File: config.mk
export PLATFORM = sky130hd
export DESIGN_NAME = hazard_unit_mc
export DESIGN_NICKNAME = d
export VERILOG_FILES = /design/src/rtl/hazard_unit_mc.sv
export SDC_FILE = /design/constraint.sdc
export NUM_CORES = 1
export LEC_CHECK = 0
export CELL_PAD_IN_SITES_DETAIL_PLACEMENT = 1
export CELL_PAD_IN_SITES_GLOBAL_PLACEMENT = 1
export CORE_UTILIZATION = 44
export CTS_CLUSTER_DIAMETER = 50
export DETAILED_ROUTE_END_ITERATION = 10
export DONT_BUFFER_PORTS = 1
export PLACE_DENSITY_LB_ADDON = 0.1
export SETUP_SLACK_MARGIN = 0.05
export SLEW_MARGIN = 0
export SYNTH_ARGS = -nofsm -noshare
export SYNTH_HDL_FRONTEND = slang
export SYNTH_SLANG_ARGS = --single-unit
File: constraint.sdc
create_clock -name clk -period 2.2 [get_ports clk]
set_input_delay 0.22 -clock clk [delete_from_list [all_inputs] [get_ports clk]]
set_output_delay 0.22 -clock clk [all_outputs]
set_load 0.03 [all_outputs]
File: src/rtl/hazard_unit_mc.sv
// Pipeline hazard unit: forwarding selects, load-use and multi-cycle stalls, flushes, stall counter.
// All control outputs are combinational; only the mul/div FSM, its countdown and the stall counter are registered.
module hazard_unit_mc #(
  parameter int REG_AW     = 5,
  parameter int MC_LATENCY = 4,
  parameter int CNT_W      = 16
) (
  input  logic              clk,
  input  logic              rst,
  input  logic [REG_AW-1:0] rs1_d,
  input  logic [REG_AW-1:0] rs2_d,
  input  logic [REG_AW-1:0] rs1_x,
  input  logic [REG_AW-1:0] rs2_x,
  input  logic [REG_AW-1:0] rd_x,
  input  logic [REG_AW-1:0] rd_m,
  input  logic [REG_AW-1:0] rs2_m,
  input  logic [REG_AW-1:0] rd_w,
  input  logic              dmem_write_d,
  input  logic              dmem_write_m,
  input  logic              reg_write_m,
  input  logic              reg_write_w,
  input  logic              pc_src_x,
  input  logic [1:0]        result_src_x,
  input  logic [1:0]        result_src_w,
  input  logic              mc_start_x,
  input  logic              flush_all,
  output logic              stall_f,
  output logic              stall_d,
  output logic              stall_x,
  output logic              flush_d,
  output logic              flush_x,
  output logic              flush_m,
  output logic              forward_m,
  output logic [1:0]        forward_a_x,
  output logic [1:0]        forward_b_x,
  output logic              mc_busy,
  output logic              mc_done,
  output logic [CNT_W-1:0]  stall_cnt
);

  typedef enum logic [1:0] {S_IDLE, S_BUSY, S_RELEASE} state_t;

  localparam logic [5:0] LP_LOAD = (MC_LATENCY > 2) ? 6'(MC_LATENCY - 3) : 6'd0;

  state_t           r_state;
  state_t           w_state_nxt;
  logic [5:0]       r_cnt;
  logic [5:0]       w_cnt_nxt;
  logic [CNT_W-1:0] r_stall_cnt;
  logic             w_lw_stall;
  logic             w_mc_stall;
  logic             w_unused_rsx;

  assign w_unused_rsx = result_src_x[1];

  assign forward_a_x = ((rs1_x != '0) && reg_write_m && (rs1_x == rd_m)) ? 2'b10 :
                       ((rs1_x != '0) && reg_write_w && (rs1_x == rd_w)) ? 2'b01 : 2'b00;
  assign forward_b_x = ((rs2_x != '0) && reg_write_m && (rs2_x == rd_m)) ? 2'b10 :
                       ((rs2_x != '0) && reg_write_w && (rs2_x == rd_w)) ? 2'b01 : 2'b00;

  assign forward_m = dmem_write_m && reg_write_w && (result_src_w == 2'b01) &&
                     (rd_w != '0) && (rs2_m == rd_w);

  assign w_lw_stall = result_src_x[0] && (rd_x != '0) && !dmem_write_d &&
                      ((rs1_d == rd_x) || (rs2_d == rd_x));

  // Reset masks the stall so nothing freezes while the pipeline is being reset.
  assign w_mc_stall = !rst && (((r_state == S_IDLE) && mc_start_x) || (r_state == S_BUSY));

  assign mc_busy = w_mc_stall;
  assign mc_done = !rst && (r_state == S_RELEASE);
  assign stall_f = (w_lw_stall || w_mc_stall) && !flush_all;
  assign stall_d = stall_f;
  assign stall_x = w_mc_stall && !flush_all;
  assign flush_m = w_mc_stall || flush_all;
  assign flush_d = pc_src_x || flush_all;
  assign flush_x = ((w_lw_stall || pc_src_x) && !w_mc_stall) || flush_all;
  assign stall_cnt = r_stall_cnt;

  always_comb begin
    w_state_nxt = r_state;
    w_cnt_nxt   = r_cnt;
    case (r_state)
      S_IDLE: begin
        if (mc_start_x) begin
          if (MC_LATENCY == 2) begin
            w_state_nxt = S_RELEASE;
          end else begin
            w_state_nxt = S_BUSY;
            w_cnt_nxt   = LP_LOAD;
          end
        end
      end
      S_BUSY: begin
        if (r_cnt == 6'd0) w_state_nxt = S_RELEASE;
        else               w_cnt_nxt   = r_cnt - 6'd1;
      end
      // The op is leaving X; a still-high mc_start_x belongs to it and is ignored.
      S_RELEASE: w_state_nxt = S_IDLE;
      default:   w_state_nxt = S_IDLE;
    endcase
    if (flush_all) w_state_nxt = S_IDLE;
  end

  always_ff @(posedge clk) begin
    if (rst) begin
      r_state     <= S_IDLE;
      r_cnt       <= 6'd0;
      r_stall_cnt <= '0;
    end else begin
      r_state <= w_state_nxt;
      r_cnt   <= w_cnt_nxt;
      if (stall_f && (r_stall_cnt != {CNT_W{1'b1}})) r_stall_cnt <= r_stall_cnt + CNT_W'(1);
    end
  end

endmodule

==> results.sh, run 1 <==
export IMPL_maxSlewViolCount=0
export IMPL_arrival_ps=2220
export IMPL_cp_required_ps=2380
export IMPL_synth_area_leaders="dfxtp_1 27%, xnor2_1 15%, nor2_1 5.3%, xor2_1 3.9%, a21oi_1 3.7%"
export IMPL_clock_sinks=24
export IMPL_synth_top_cell_area_share_pct=27.06
export IMPL_fin_tns_setup_ps=0
export IMPL_htree_num_levels=1
export IMPL_rsz0062_at_grt="false"
export IMPL_p_leak_uw=0.0007373
export IMPL_pin_count=82
export IMPL_start_kind="flip-flop"
export IMPL_critPathCaptureType="flip-flop"
export IMPL_cp_max_fo=8
export IMPL_synth_cell_types=41
export IMPL_crit_type="reg -> reg"
export IMPL_relSlewSlack_pct=55.29
export IMPL_max_freq_mhz=488.6
export IMPL_synth_most_common_cell="xnor2_1"
export IMPL_wl_um=5297
export IMPL_postCtsResizedCells=0
export IMPL_vias_per_cell=5.872
export IMPL_vias=1738
export IMPL_synth_largest_area_cell="dfxtp_1"
export IMPL_portBuffers=0
export IMPL_finalCritPeriodShare_pct=93.03
export IMPL_tightest_slew_ps=663.7
export IMPL_fp_dieArea_um2=4293
export IMPL_antenna_found_initial=0
export IMPL_fillCellCount=480
export IMPL_drc_errors=0
export IMPL_core_um2=3771
export IMPL_wl_per_cell_um=17.90
export IMPL_nets=305
export IMPL_synthCells=219
export IMPL_die_y_um=65.52
export IMPL_synth_seq_cells=24
export IMPL_synth_edf_count=0
export IMPL_area_growth_pct=19.94
export IMPL_outcome="finished, final reports clean"
export IMPL_maxCapViolations=0
export IMPL_fin_skew_ps=9.789
export IMPL_grt_start_max_net_pins=20
export IMPL_stdcell_area_um2=2130
export IMPL_hpwlAfterDp_um=4008
export IMPL_std_cell_rows=22
export IMPL_gr_total_overflow=0
export IMPL_ys_warn_count=0
export IMPL_drive_gt1_share_pct=20.16
export IMPL_place_congestion=0.7519
export IMPL_clk_path_buf_depth=2
export IMPL_ir_drop_mv=0.2231
export IMPL_min_period_ps=2047
export IMPL_dr_pass1_iters=4
export IMPL_placed_cell_area_um2=2028
export IMPL_netlist_area_um2=1775
export IMPL_hold_class="in -> reg"
export IMPL_cts_tree="yes"
export IMPL_seq_area_frac_synth_pct=27.06
export IMPL_ys_flop_type="dfxtp_1"
export IMPL_fp_dieW_um=65.52
export IMPL_postSynth_asyncResetShare_pct=0
export IMPL_clock_latency_ps=290
export IMPL_num_antenna_cells=0
export IMPL_grt_pass1_wl_um=8383
export IMPL_initial_core_util_pct=47.08
export IMPL_syn_nets=275
export IMPL_grt_pass1_vias=1893
export IMPL_root_buffer="clkbuf_8"
export IMPL_ant_nets=0
export IMPL_powerDensity_nw_per_um2=521.6
export IMPL_clk_pin_slew_ps=90
export IMPL_cts_buffers=3
export IMPL_drtIter0Drc=65
export IMPL_yosys_top_cells_count="31 x xnor2_1, 25 x nor2_1, 24 x dfxtp_1, 13 x a21oi_1, 12 x nand2_1"
export IMPL_syn_area_per_cell_um2=8.107
export IMPL_setup_viol=0
export IMPL_final_hold_viol_count=0
export IMPL_track_usage_pct=25.61
power breakdown:
group / total [µW] / internal, µW / switching, µW
sequential: 461 / 447 / 13.9
combinational: 240 / 112 / 128
clock: 409 / 244 / 165
total: 1110 / 804 / 307
per-stage QoR:
step	total power, µW	hold WS (ps)	worst slack (ps)	utilization [%]	instances
after floorplan	662.7	297.1	88.76	-	219
after global placement	684.0	293.7	279.8	53.78	289
after detailed placement	698.6	296.1	164.4	53.78	289
after CTS	1109	0.1771	156.2	56.20	295
after global routing	1157	3.005	20.94	56.47	296
final	1111	16.14	153.3	56.47	296
worst max-delay path: stages, from the launching register on:
cell and delay [ps]:
dfxtp_1 380, o21bai_4 220, or3_4 360, inv_2 90, a31oi_4 60, nor4b_1 440
mux2_2 380
cell type report:
| class | count | area, µm² | share of cell area (%) |
|---|---|---|---|
| clock buffer | 3 | 41.29 | 1.939 |
| clock inverter | 1 | 30.03 | 1.410 |
| inverter | 8 | 30.03 | 1.410 |
| multi-input combinational | 180 | 1240 | 58.23 |
| sequential | 24 | 480.5 | 22.56 |
| tap | 48 | 60.06 | 2.820 |
| timing repair buffer | 32 | 247.7 | 11.63 |
kinds of logic (layout without fill, tap and decap cells):
logic type	Yosys count	in the layout	synth area share (%)
compound gates	34	34	14.09
fa+ha+maj	3	3	2.114
xor+xnor	39	39	19.24
flops	24	24	27.06
simple gates	98	98	29.95
mux	6	6	3.735
buf+inv	15	44	3.805
placed cells by master (no fill, tap or decap), types with 2 or more instances in the layout:
master         count
a21oi_1           13
a21oi_2            2
and2_1             2
buf_4             29
clkbuf_8           3
dfxtp_1           24
dlygate4sd3_1      3
ha_1               3
inv_1              7
mux2_2             5
nand2_1           12
nand2b_1           2
nand3_1           10
nand4_1            8
nor2_1            25
nor2b_1            2
nor3_1             6
nor3b_1            2
nor4_1             8
nor4_2             3
o21ai_0            6
o31ai_1            6
or3_1              4
or4_1              7
xnor2_1           31
xor2_1             8
path summary, 6_finish.rpt:
path	slack, ps	depth (start not counted)	start	endpoint
worst min register to register	550	2	r_cnt[5]	r_cnt[5]
worst max-delay path	150	6	r_state[1]	stall_cnt[12]
worst min-delay path	20	1	flush_all	r_state[1]
worst max register to register	150	6	r_state[1]	stall_cnt[12]
metal layers:
layer  track usage (%)  vias to the layer above  part of all wire (%)
li1                  -                      842                     -
met1             26.66                      814                    40
met2             48.32                       75                    51
met3             6.424                        7                   7.2
met4             10.05                        0                   1.4
met5                 0                        -                     0
sequential cells by signal (all words and copies together) (netlist names):
name,cells
r_cnt,6
stall_cnt,16
r_state,2
what timing repair did:
item / in CTS / in global routing
endpoints found under the hold margin: 10 / 2
hold buffers: 2 / 1
setup buffers: 0 / 0
No activity file was read; power rests on OpenSTA's default activity.
==> run 2, diff against run 1 <==
--- a/config.mk
+++ b/config.mk
@@ -8,6 +8,7 @@
 export CELL_PAD_IN_SITES_DETAIL_PLACEMENT = 1
 export CELL_PAD_IN_SITES_GLOBAL_PLACEMENT = 1
 export CORE_UTILIZATION = 44
+export CTS_BUF_LIST = sky130_fd_sc_hd__clkbuf_4 sky130_fd_sc_hd__clkbuf_8 sky130_fd_sc_hd__clkbuf_16
 export CTS_CLUSTER_DIAMETER = 50
 export DETAILED_ROUTE_END_ITERATION = 10
 export DONT_BUFFER_PORTS = 1
==> results of run 2 <==
Same layout as run 1: the final DEF is identical, and so are final timing and power.
==> run 3, diff against run 2 <==
--- a/config.mk
+++ b/config.mk
@@ -12,6 +12,7 @@
 export CTS_CLUSTER_DIAMETER = 50
 export DETAILED_ROUTE_END_ITERATION = 10
 export DONT_BUFFER_PORTS = 1
+export MAX_ROUTING_LAYER = met4
 export PLACE_DENSITY_LB_ADDON = 0.1
 export SETUP_SLACK_MARGIN = 0.05
 export SLEW_MARGIN = 0
==> run 3 against run 2 <==
  * Design area stayed put
  * Clock skew is 0.76 ps higher
  * Register-to-register slack hardly changed
  * Die area stayed put
  * Critical path type unchanged
  * Critical endpoint unchanged
==> results.sh, run 3 (synthesized netlist as in run 1, its figures left out) <==
export IMPL_tightest_slew_ps=663.7
export IMPL_crit_start="r_state[1]"
export IMPL_critPathCaptureType="flip-flop"
export IMPL_min_period_ps=2047
export IMPL_hold_class="in -> reg"
export IMPL_fp_dieArea_um2=4293
export IMPL_largest_reg_flops=16
export IMPL_maxCapViolations=0
export IMPL_area_growth_pct=19.94
export IMPL_fin_tns_setup_ps=0
export IMPL_finalCritPeriodShare_pct=93.05
export IMPL_num_antenna_cells=0
export IMPL_stdcell_count=296
export IMPL_crit_end="stall_cnt[12]"
export IMPL_initial_core_util_pct=47.08
export IMPL_postCtsResizedCells=0
export IMPL_hp_start="flush_all"
export IMPL_clock_sinks=24
export IMPL_cp_max_fo=8
export IMPL_crit_cells=6
export IMPL_place_congestion=0.7616
export IMPL_reg2reg_to="stall_cnt[12]"
export IMPL_p_leak_uw=0.0007373
export IMPL_ant_nets=0
export IMPL_maxSlewViolCount=0
export IMPL_cts_setup_buffers=0
export IMPL_die_y_um=65.52
export IMPL_clk_pin_slew_ps=90
export IMPL_finish_utilization_pct=56.47
export IMPL_cp_required_ps=2380
export IMPL_cp_cell_sequence="o21bai_4 -> or3_4 -> inv_2 -> a31oi_4 -> nor4b_1 -> mux2_2"
export IMPL_hpwlAfterDp_um=4008
export IMPL_powerDensity_nw_per_um2=522.0
export IMPL_nets=305
export IMPL_gr_total_overflow=0
export IMPL_regToRegSetupSlack_ps=150
export IMPL_drive_gt1_share_pct=20.16
export IMPL_relSlewSlack_pct=55.29
export IMPL_rsz0062_at_grt="false"
export IMPL_start_kind="flip-flop"
export IMPL_htree_num_levels=1
export IMPL_max_stage_delay_ps=440
export IMPL_fp_dieW_um=65.52
export IMPL_clock_latency_ps=290
export IMPL_wl_per_cell_um=17.87
export IMPL_antenna_found_initial=0
export IMPL_grt_pass1_wl_um=8376
export IMPL_fin_skew_ps=10.55
export IMPL_cts_tree="yes"
export IMPL_ir_drop_mv=0.2230
export IMPL_track_usage_pct=26.19
export IMPL_postCtsHoldBufs=2
export IMPL_std_cell_rows=22
export IMPL_grt_start_max_net_pins=20
export IMPL_layout_common_cells="31 x xnor2_1, 29 x buf_4, 25 x nor2_1"
export IMPL_fillCellCount=480
export IMPL_slowest_stage="nor4b_1"
export IMPL_reg2reg_depth=6
export IMPL_max_freq_mhz=488.5
export IMPL_pin_count=82
export IMPL_drtIter0Drc=75
export IMPL_vias_per_cell=5.845
export IMPL_dr_pass1_iters=4
export IMPL_outcome="finished, final reports clean"
export IMPL_setup_viol=0
export IMPL_rr_startpoint="r_state[1]"
export IMPL_portBuffers=0
export IMPL_drc_errors=0
export IMPL_core_um2=3771
export IMPL_final_common_cell="xnor2_1"
export IMPL_cpLargestDelayFamily="simple AND/OR/NAND/NOR gates"
export IMPL_root_buffer="clkbuf_8"
export IMPL_placed_cells=289
export IMPL_cts_buffers=3
export IMPL_crit_type="reg -> reg"
export IMPL_critPathBufInv=1
export IMPL_vias=1730
export IMPL_wl_um=5290
export IMPL_grt_pass1_vias=1901
export IMPL_clk_path_buf_depth=2
export IMPL_arrival_ps=2220
export IMPL_final_hold_viol_count=0
run 3: area by class of cell:
class / count / area, µm² / share of cell area (%)
Timing Repair Buffer: 32 / 247.7 / 11.63
Clock buffer: 3 / 41.29 / 1.939
Inverter: 8 / 30.03 / 1.410
Multi-Input combinational cell: 180 / 1240 / 58.23
Tap cell: 48 / 60.06 / 2.820
Clock inverter: 1 / 30.03 / 1.410
Sequential cell: 24 / 480.5 / 22.56
run 3: report_power, final:
group / switching, µW / internal (µW)
logic: 128 / 112
clock network: 166 / 244
registers: 13.8 / 447
run 3: metrics by stage:
step                total power [µW]  hold WS (ps)  instance area, µm²  worst slack (ps)
floorplan                      662.7         297.1                1788             88.76
global placement               684.0         293.7                2028             279.8
detailed placement             698.6         296.1                2028             164.4
CTS                             1109        0.1771                2120             156.2
global route                    1155         5.981                2130             20.94
finish                          1112         15.42                2130             153.0
run 3: worst min-delay path by stage:
stage	end	slack, ps	depth (start not counted)
2_1_floorplan	r_state[1]	300	1
3_3_place_gp	stall_cnt[8]	290	1
3_5_place_dp	stall_cnt[15]	300	1
4_1_cts	stall_cnt[8]	0.2	1
5_1_grt	r_cnt[0]	6	1
6_report	r_state[1]	20	1
run 3: per-layer routing:
metal / vias to the layer above / wire (µm) / GRT usage, %
met3: 8 / 373 / 5.556
met5: - / 0 / -
met4: 0 / 75 / 10.05
met2: 73 / 2723 / 48.32
met1: 807 / 2117 / 26.87
li1: 842 / - / -
